`src/rtl/psum_quant_pack_pkg.sv`:
```
// Shared widths and quantization constants for the post-accumulation stage.
// Latency: n/a (constants only).
// Backpressure: n/a.
package psum_quant_pack_pkg;

    // Adder-tree output width; the requant input is defined as this width.
    localparam int W_PSUM      = 32;
    localparam int W_ACC       = W_PSUM;
    localparam int W_BIAS      = 16;
    localparam int W_SCALE     = 16;
    localparam int W_SHIFT     = 5;
    localparam int W_Q         = 8;
    localparam int PACK        = 4;
    localparam int DEPTH       = 4;

    // int8 clamp range applied after requantization.
    localparam int Q_MIN       = -128;
    localparam int Q_MAX       = 127;

    // Leaky-ReLU slope is 1/2^LEAKY_SHIFT (used only in the leaky build).
    localparam int LEAKY_SHIFT = 3;

endpackage

```
`src/rtl/psum_quant_pack_sync_fifo.sv`:
```
// Generic show-ahead FIFO with occupancy count; head is visible on o_rd_dat.
// Latency: a write at edge M is visible at the head after edge M if it was empty.
// Backpressure: writes while full are ignored unless a read happens the same cycle.
module sync_fifo #(
    parameter int W     = 32,
    parameter int DEPTH = 4
) (
    input  logic                     clk,
    input  logic                     rstn,
    input  logic                     i_wr_vld,
    input  logic [W-1:0]             i_wr_dat,
    input  logic                     i_rd_rdy,
    output logic [W-1:0]             o_rd_dat,
    output logic [$clog2(DEPTH):0]   o_count
);
    localparam int AW = $clog2(DEPTH);

    logic [W-1:0]  r_mem [DEPTH];
    logic [AW-1:0] r_wr_ptr;
    logic [AW-1:0] r_rd_ptr;
    logic [AW:0]   r_count;

    logic w_full;
    logic w_rd_en;
    logic w_wr_en;

    assign w_full   = (r_count == (AW+1)'(DEPTH));
    assign w_rd_en  = i_rd_rdy && (r_count != '0);
    // A read frees the head slot this edge, so a write while full is still safe.
    assign w_wr_en  = i_wr_vld && (!w_full || w_rd_en);
    assign o_rd_dat = r_mem[r_rd_ptr];
    assign o_count  = r_count;

    // Storage write; contents need no reset because the count qualifies them.
    always_ff @(posedge clk) begin
        if (w_wr_en) begin
            r_mem[r_wr_ptr] <= i_wr_dat;
        end
    end

    // Pointer and occupancy tracking; pointers wrap naturally (power-of-two depth).
    always_ff @(posedge clk) begin
        if (!rstn) begin
            r_wr_ptr <= '0;
            r_rd_ptr <= '0;
            r_count  <= '0;
        end else begin
            if (w_wr_en) begin
                r_wr_ptr <= r_wr_ptr + 1'b1;
            end
            if (w_rd_en) begin
                r_rd_ptr <= r_rd_ptr + 1'b1;
            end
            case ({w_wr_en, w_rd_en})
                2'b10:   r_count <= r_count + 1'b1;
                2'b01:   r_count <= r_count - 1'b1;
                default: r_count <= r_count;
            endcase
        end
    end

endmodule

```
`src/rtl/psum_quant_pack.sv`:
```
// Bias add, requantize (mul, round-half-up shift, activation, int8 clamp), pack 4 bytes, queue.
// Latency: input at edge N -> byte after N+3 -> word pushed at N+4; one input per cycle.
// Backpressure: none on input (upstream watches afull_o); full FIFO drops the word and sets ovf_o.
// Build option: define PSUM_QUANT_LEAKY_EN for leaky activation (r>>>3) instead of ReLU.
module psum_quant_pack #(
    parameter int W_ACC   = psum_quant_pack_pkg::W_ACC,
    parameter int W_BIAS  = psum_quant_pack_pkg::W_BIAS,
    parameter int W_SCALE = psum_quant_pack_pkg::W_SCALE,
    parameter int W_SHIFT = psum_quant_pack_pkg::W_SHIFT,
    parameter int W_Q     = psum_quant_pack_pkg::W_Q,
    parameter int PACK    = psum_quant_pack_pkg::PACK,
    parameter int DEPTH   = psum_quant_pack_pkg::DEPTH
) (
    input  logic                       clk,
    input  logic                       rstn,
    input  logic                       vld_i,
    input  logic signed [W_ACC-1:0]    acc_i,
    input  logic signed [W_BIAS-1:0]   bias_i,
    input  logic signed [W_SCALE-1:0]  scale_i,
    input  logic [W_SHIFT-1:0]         shift_i,
    input  logic                       act_i,
    input  logic                       last_i,
    output logic [PACK*W_Q-1:0]        out_data_o,
    output logic                       out_vld_o,
    input  logic                       out_rdy_i,
    output logic                       afull_o,
    output logic                       ovf_o,
    input  logic                       clr_i
);
    import psum_quant_pack_pkg::*;

    localparam int W_B    = W_ACC + 1;
    localparam int W_P    = W_B + W_SCALE;
    localparam int W_LANE = (PACK > 1) ? $clog2(PACK) : 1;
    localparam int W_CNT  = $clog2(DEPTH) + 1;

    localparam logic signed [W_P-1:0] P_QMAX = W_P'(Q_MAX);
    localparam logic signed [W_P-1:0] P_QMIN = W_P'(Q_MIN);

    // Stage 0: registered inputs
    logic                       r0_vld;
    logic signed [W_ACC-1:0]    r0_acc;
    logic signed [W_BIAS-1:0]   r0_bias;
    logic signed [W_SCALE-1:0]  r0_scale;
    logic [W_SHIFT-1:0]         r0_shift;
    logic                       r0_act;
    logic                       r0_last;
    // Stage 1: biased sum
    logic                       r1_vld;
    logic signed [W_B-1:0]      r1_b;
    logic signed [W_SCALE-1:0]  r1_scale;
    logic [W_SHIFT-1:0]         r1_shift;
    logic                       r1_act;
    logic                       r1_last;
    // Stage 2: scaled product
    logic                       r2_vld;
    logic signed [W_P-1:0]      r2_p;
    logic [W_SHIFT-1:0]         r2_shift;
    logic                       r2_act;
    logic                       r2_last;
    // Stage 3: quantized byte
    logic                       r3_vld;
    logic [W_Q-1:0]             r3_q;
    logic                       r3_last;

    logic signed [W_P-1:0]      w_rnd;
    logic signed [W_P-1:0]      w_sum;
    logic signed [W_P-1:0]      w_r;
    logic signed [W_P-1:0]      w_act;
    logic [W_Q-1:0]             w_q;

    // Packer and queue
    logic [W_LANE-1:0]          r_lane;
    logic [PACK*W_Q-1:0]        r_word;
    logic [PACK*W_Q-1:0]        w_word;
    logic                       w_push;
    logic [PACK*W_Q-1:0]        w_head;
    logic [W_CNT-1:0]           w_count;
    logic [W_CNT-1:0]           w_cnt_nxt;
    logic                       w_full;
    logic                       w_pop;
    logic                       w_push_ok;
    logic                       w_drop;
    logic                       r_afull;
    logic                       r_ovf;

    // Valid pipeline; only the valids carry reset so in-flight results vanish on reset.
    always_ff @(posedge clk) begin
        if (!rstn) begin
            r0_vld <= 1'b0;
            r1_vld <= 1'b0;
            r2_vld <= 1'b0;
            r3_vld <= 1'b0;
        end else begin
            r0_vld <= vld_i;
            r1_vld <= r0_vld;
            r2_vld <= r1_vld;
            r3_vld <= r2_vld;
        end
    end

    // Datapath registers: capture, bias add (one guard bit, no clamp), multiply, quantized byte.
    always_ff @(posedge clk) begin
        r0_acc   <= acc_i;
        r0_bias  <= bias_i;
        r0_scale <= scale_i;
        r0_shift <= shift_i;
        r0_act   <= act_i;
        r0_last  <= last_i;

        r1_b     <= W_B'(r0_acc) + W_B'(r0_bias);
        r1_scale <= r0_scale;
        r1_shift <= r0_shift;
        r1_act   <= r0_act;
        r1_last  <= r0_last;

        r2_p     <= W_P'(r1_b) * W_P'(r1_scale);
        r2_shift <= r1_shift;
        r2_act   <= r1_act;
        r2_last  <= r1_last;

        r3_q     <= w_q;
        r3_last  <= r2_last;
    end

    // Rounding shift (half-up), activation on negatives, then int8 clamp.
    always_comb begin
        w_rnd = '0;
        if (r2_shift != '0) begin
            w_rnd = W_P'(1) << (r2_shift - 1'b1);
        end
        w_sum = r2_p + w_rnd;
        w_r   = w_sum >>> r2_shift;
        w_act = w_r;
`ifdef PSUM_QUANT_LEAKY_EN
        if (r2_act && w_r[W_P-1]) begin
            w_act = w_r >>> LEAKY_SHIFT;
        end
`else
        if (r2_act && w_r[W_P-1]) begin
            w_act = '0;
        end
`endif
        if (w_act > P_QMAX) begin
            w_q = P_QMAX[W_Q-1:0];
        end else if (w_act < P_QMIN) begin
            w_q = P_QMIN[W_Q-1:0];
        end else begin
            w_q = w_act[W_Q-1:0];
        end
    end

    // Merge the new byte into the partial word; push on the last lane or an explicit last.
    always_comb begin
        w_word = r_word;
        w_word[r_lane*W_Q +: W_Q] = r3_q;
        w_push = r3_vld && ((r_lane == W_LANE'(PACK-1)) || r3_last);
    end

    // Lane counter; the partial word is cleared on push so upper lanes pad with zero.
    always_ff @(posedge clk) begin
        if (!rstn) begin
            r_lane <= '0;
            r_word <= '0;
        end else if (r3_vld) begin
            if (w_push) begin
                r_lane <= '0;
                r_word <= '0;
            end else begin
                r_lane <= r_lane + 1'b1;
                r_word <= w_word;
            end
        end
    end

    sync_fifo #(
        .W     (PACK*W_Q),
        .DEPTH (DEPTH)
    ) u_fifo (
        .clk      (clk),
        .rstn     (rstn),
        .i_wr_vld (w_push),
        .i_wr_dat (w_word),
        .i_rd_rdy (out_rdy_i),
        .o_rd_dat (w_head),
        .o_count  (w_count)
    );

    assign out_vld_o = (w_count != '0);
    assign w_full    = (w_count == W_CNT'(DEPTH));
    assign w_pop     = out_vld_o && out_rdy_i;
    assign w_push_ok = w_push && (!w_full || w_pop);
    assign w_drop    = w_push && w_full && !w_pop;
    assign w_cnt_nxt = w_count + W_CNT'(w_push_ok) - W_CNT'(w_pop);

    // Almost-full is registered from the next count so it tracks the count with no input path.
    always_ff @(posedge clk) begin
        if (!rstn) begin
            r_afull <= 1'b0;
        end else begin
            r_afull <= (w_cnt_nxt >= W_CNT'(DEPTH-1));
        end
    end

    // Sticky overflow; a drop in the same cycle as clear keeps the flag set.
    always_ff @(posedge clk) begin
        if (!rstn) begin
            r_ovf <= 1'b0;
        end else if (w_drop) begin
            r_ovf <= 1'b1;
        end else if (clr_i) begin
            r_ovf <= 1'b0;
        end
    end

    assign afull_o    = r_afull;
    assign ovf_o      = r_ovf;
    assign out_data_o = out_vld_o ? w_head : '0;

endmodule

```
`config.mk`:
```
export PLATFORM = sky130hd
export DESIGN_NAME = psum_quant_pack
export DESIGN_NICKNAME = d
export VERILOG_FILES = /design/src/rtl/psum_quant_pack_pkg.sv /design/src/rtl/psum_quant_pack_sync_fifo.sv /design/src/rtl/psum_quant_pack.sv
export SDC_FILE = /design/constraint.sdc
export NUM_CORES = 2
export LEC_CHECK = 0
export CAP_MARGIN = 20
export CORE_MARGIN = 2
export CORE_UTILIZATION = 30
export CTS_CLUSTER_DIAMETER = 120
export DETAILED_ROUTE_END_ITERATION = 7
export PLACE_DENSITY = 0.42
export SLEW_MARGIN = 40
export SYNTH_ARGS = -nofsm -noshare
export SYNTH_HDL_FRONTEND = slang
export SYNTH_SLANG_ARGS = --single-unit
```
`constraint.sdc`:
```
create_clock -name clk -period 9.4 [get_ports clk]
set_input_delay 1.88 -clock clk [delete_from_list [all_inputs] [get_ports clk]]
set_output_delay 1.88 -clock clk [all_outputs]
set_load 0.01 [all_outputs]
```
==> impl_results.md <==
- WP data required: roughly 9.9 ns
- Row Count: 130
- DR DRC count: 0
- Die H: 360 um
- Post-Synthesis Cell Area: 38100 um^2
- Post-detail-place hpwl: 86900 um
- Core Region: 126000 um^2
- Clk_lat worst skew: 0.65 ns
- Commonest non-fill, non-tap cell in the layout: inv_1
- Total CTS buffers: 48
- Die Area: 130000 um^2
- Initial core utilization: 0.303
- Status: completed
- Post-CTS sizing: 0
- Number of global-route vias before repair: around 30000
- Fill count: 13000
- Layout area overhead: 11.6%
- Vias: between 20000 and 30000
- Post-synth EDFFs: 128
- Endpoints failing setup: 0
- Slew Viols, Final: 0
- Setup crit end kind: register
- WL final: 112000 um
- Fraction of synthesized cell area in xor and xnor cells: 0.0273
- DRT antenna net count: 0
- WP data arrival: 8.43 ns
- CTS tree: built
- Unrepaired setup endpoints after global routing: false
- # hold bufs at CTS: 0
- Drt pass-1 iters: 6
- Total track usage: 0.175
- Commonest cells after routing, fill and taps aside: 604 x inv_1, 504 x fa_1, 500 x nand2_1
- Fin crit period: 7.93 ns
- # clock sinks: 369
- Period utilization: 0.843
- Hold WC Path Type: register to register
- Syn_area_per_cell: 9.38 um^2
- Register Area: 8680 um^2
- Total of max-cap violations: 0
- Post-CTS setup repair buffer count: 0
- Number of buffers on the longest clock path: 3
- Compound-Gate Fraction of Synth Area: 0.119
- First-pass GRT wire length: approximately 180000 um
- GPL Wtd Cong: 0.879
- Antenna cells: 0
- Largest family of logic cells by synthesized area: adder cells
- Worst reg2reg path depth: 24
- CTS root buffer: clkbuf_16
- Netlist cell types: 112
- Share of cells above drive strength 1: 0.0711
- Clk_skew: ~0.052 ns
- Hold-critical path depth: 0
- Count of routing violations after the opening detailed-route iteration: 1542
- Setup crit start kind: register
- CTS clock-pin slew for the worst setup and hold paths: 0.06 ns
- DR WL/cell: 19.5 um
- Nets: between 4000 and 5000
- Final hold violations: 0
- Fmax: 126 MHz
- Largest net degree at the start of global routing: between 60 and 70
- Global route overflow: 0
- FFs w/ async S/R, synth: 0
- Syn Inst Count: about 4100
- Adder-Cell Fraction of Synth Area: 0.328
- H-Tree Depth: 2
- Sequential share of the synthesized area: 0.228
- CP Class: register to register
- Syn_nets: 4833
- Synth Area in Simple Gates: 0.172
- Multi-input gate area: roughly 26000 um^2
- Fin Setup TNS: 0 ns
- DIE WIDTH: 360 um
- Synthesis Warnings: 0
- Mux contribution to synthesized area: 0.0437
- Flops & latches, synth: 369
- Slew margin rel.: 0.449
- DR vias/cell: a little under 5
- Tightest Pin Transition: 0.825 ns
- PortBufs: 110
- # IOs: 111
- Most used DFF post-synth: dfxtp_1
- CP max FO: 20
- Antenna violations before repair: 2
critical path, cell delays in order (launching register included):
cell and delay (ns):
dfxtp_1 0.64, buf_4 0.36, nand2_1 0.13, fa_1 0.57
inv_1 0.06, fa_1 0.52, inv_1 0.05, fa_1 0.49
inv_1 0.05, fa_1 0.53, inv_1 0.05, fa_1 0.47
inv_1 0.05, fa_1 0.36, ha_1 0.35, a21oi_1 0.24
o21ai_0 0.16, o41a_1 0.49, o311a_1 0.42, o2111a_1 0.30
o31ai_1 0.47, o21ai_0 0.30, o21ai_0 0.38, mux2i_1 0.23
nand4_1 0.09
synth_stat cells (all sizes together) (15+ instances only):
| cell type | number | share of area |
|---|---|---|
| a211oi | 37 | 0.0082 |
| a21o | 43 | 0.0087 |
| a21oi | 141 | 0.020 |
| a31o | 36 | 0.0083 |
| a31oi | 17 | 0.0028 |
| and2 | 278 | 0.046 |
| and3 | 23 | 0.0038 |
| buf | 54 | 0.0076 |
| clkbuf | 143 | 0.014 |
| dfxtp | 241 | 0.13 |
| edfxtp | 128 | 0.10 |
| fa | 504 | 0.27 |
| ha | 193 | 0.063 |
| inv | 604 | 0.060 |
| mux2 | 21 | 0.0064 |
| mux2i | 45 | 0.012 |
| mux4 | 43 | 0.025 |
| nand2 | 502 | 0.049 |
| nand2b | 51 | 0.0084 |
| nand3 | 58 | 0.0076 |
| nand4 | 38 | 0.0064 |
| nor2 | 193 | 0.019 |
| nor3 | 81 | 0.011 |
| nor4 | 20 | 0.0042 |
| o211ai | 27 | 0.0055 |
| o21a | 18 | 0.0038 |
| o21ai | 123 | 0.016 |
| o21bai | 17 | 0.0034 |
| o22ai | 15 | 0.0025 |
| or3 | 21 | 0.0037 |
| xnor2 | 86 | 0.020 |
| xor2 | 31 | 0.0073 |
cell type report:
| cell class | instances | share of cell area |
|---|---|---|
| clock buffers | 68 | 0.0329 |
| well taps | 1650 | 0.0486 |
| multi-input cells | 2888 | 0.620 |
| flip-flops and latches | 369 | 0.204 |
| clock inverters | 18 | 0.00618 |
| repair buffers | 157 | 0.0348 |
| inverters | 606 | 0.0535 |
path summary, 6_finish.rpt:
| kind | from | slack [ns] | end |
|---|---|---|---|
| worst min register to register | r1_shift[1] | 0.31 | r2_shift[1] |
| worst max-delay path | r1_scale[1] | 1.47 | r2_p[48] |
| worst min-delay path | r1_shift[1] | 0.31 | r2_shift[1] |
| worst max register to register | r1_scale[1] | 1.47 | r2_p[48] |
metrics by stage:
step / setup slack (ns) / instance area (um^2) / utilization / hold WS (ns) / cells
4_1_cts: 1.37 / 42500 / 0.338 / 0.317 / 5756
2_1_floorplan: 2.50 / 38100 / - / 0.310 / 4060
3_3_place_gp: 1.49 / 40800 / 0.324 / 0.310 / 5668
5_1_grt: 0.999 / 42500 / 0.338 / 0.317 / 5756
6_report: 1.47 / 42500 / 0.338 / 0.315 / 5756
3_5_place_dp: 1.41 / 40800 / 0.325 / 0.312 / 5670
per-layer routing:
layer / vias up / global-route usage / wire (um)
met1: 14100 / 0.241 / 52500
met5: - / 0 / 0
li1: 13400 / - / -
met4: 0 / 0.0449 / 2810
met3: 136 / 0.0186 / 4110
met2: 596 / 0.293 / 53100
registers in the layout (all words and copies together) (netlist names), 16 cells and up, named ones only:
name and cells:
u_fifo.r_mem 128, r0_scale 16, r1_b 33, r0_acc 32
r_word 32, r2_p 49, r0_bias 16, r1_scale 16
logic make-up after synthesis:
family | count (synthesis)
buffers and inverters | 803
muxes | 109
xor gates and xnor gates | 117
AOI/OAI and AO/OA | 639
adders and majority gates | 697
and+or+nand+nor | 1325
other | 1
DFF | 369
Power is not shown: default switching activity piles up to over one toggle a cycle in this logic, so the estimate is an artifact.
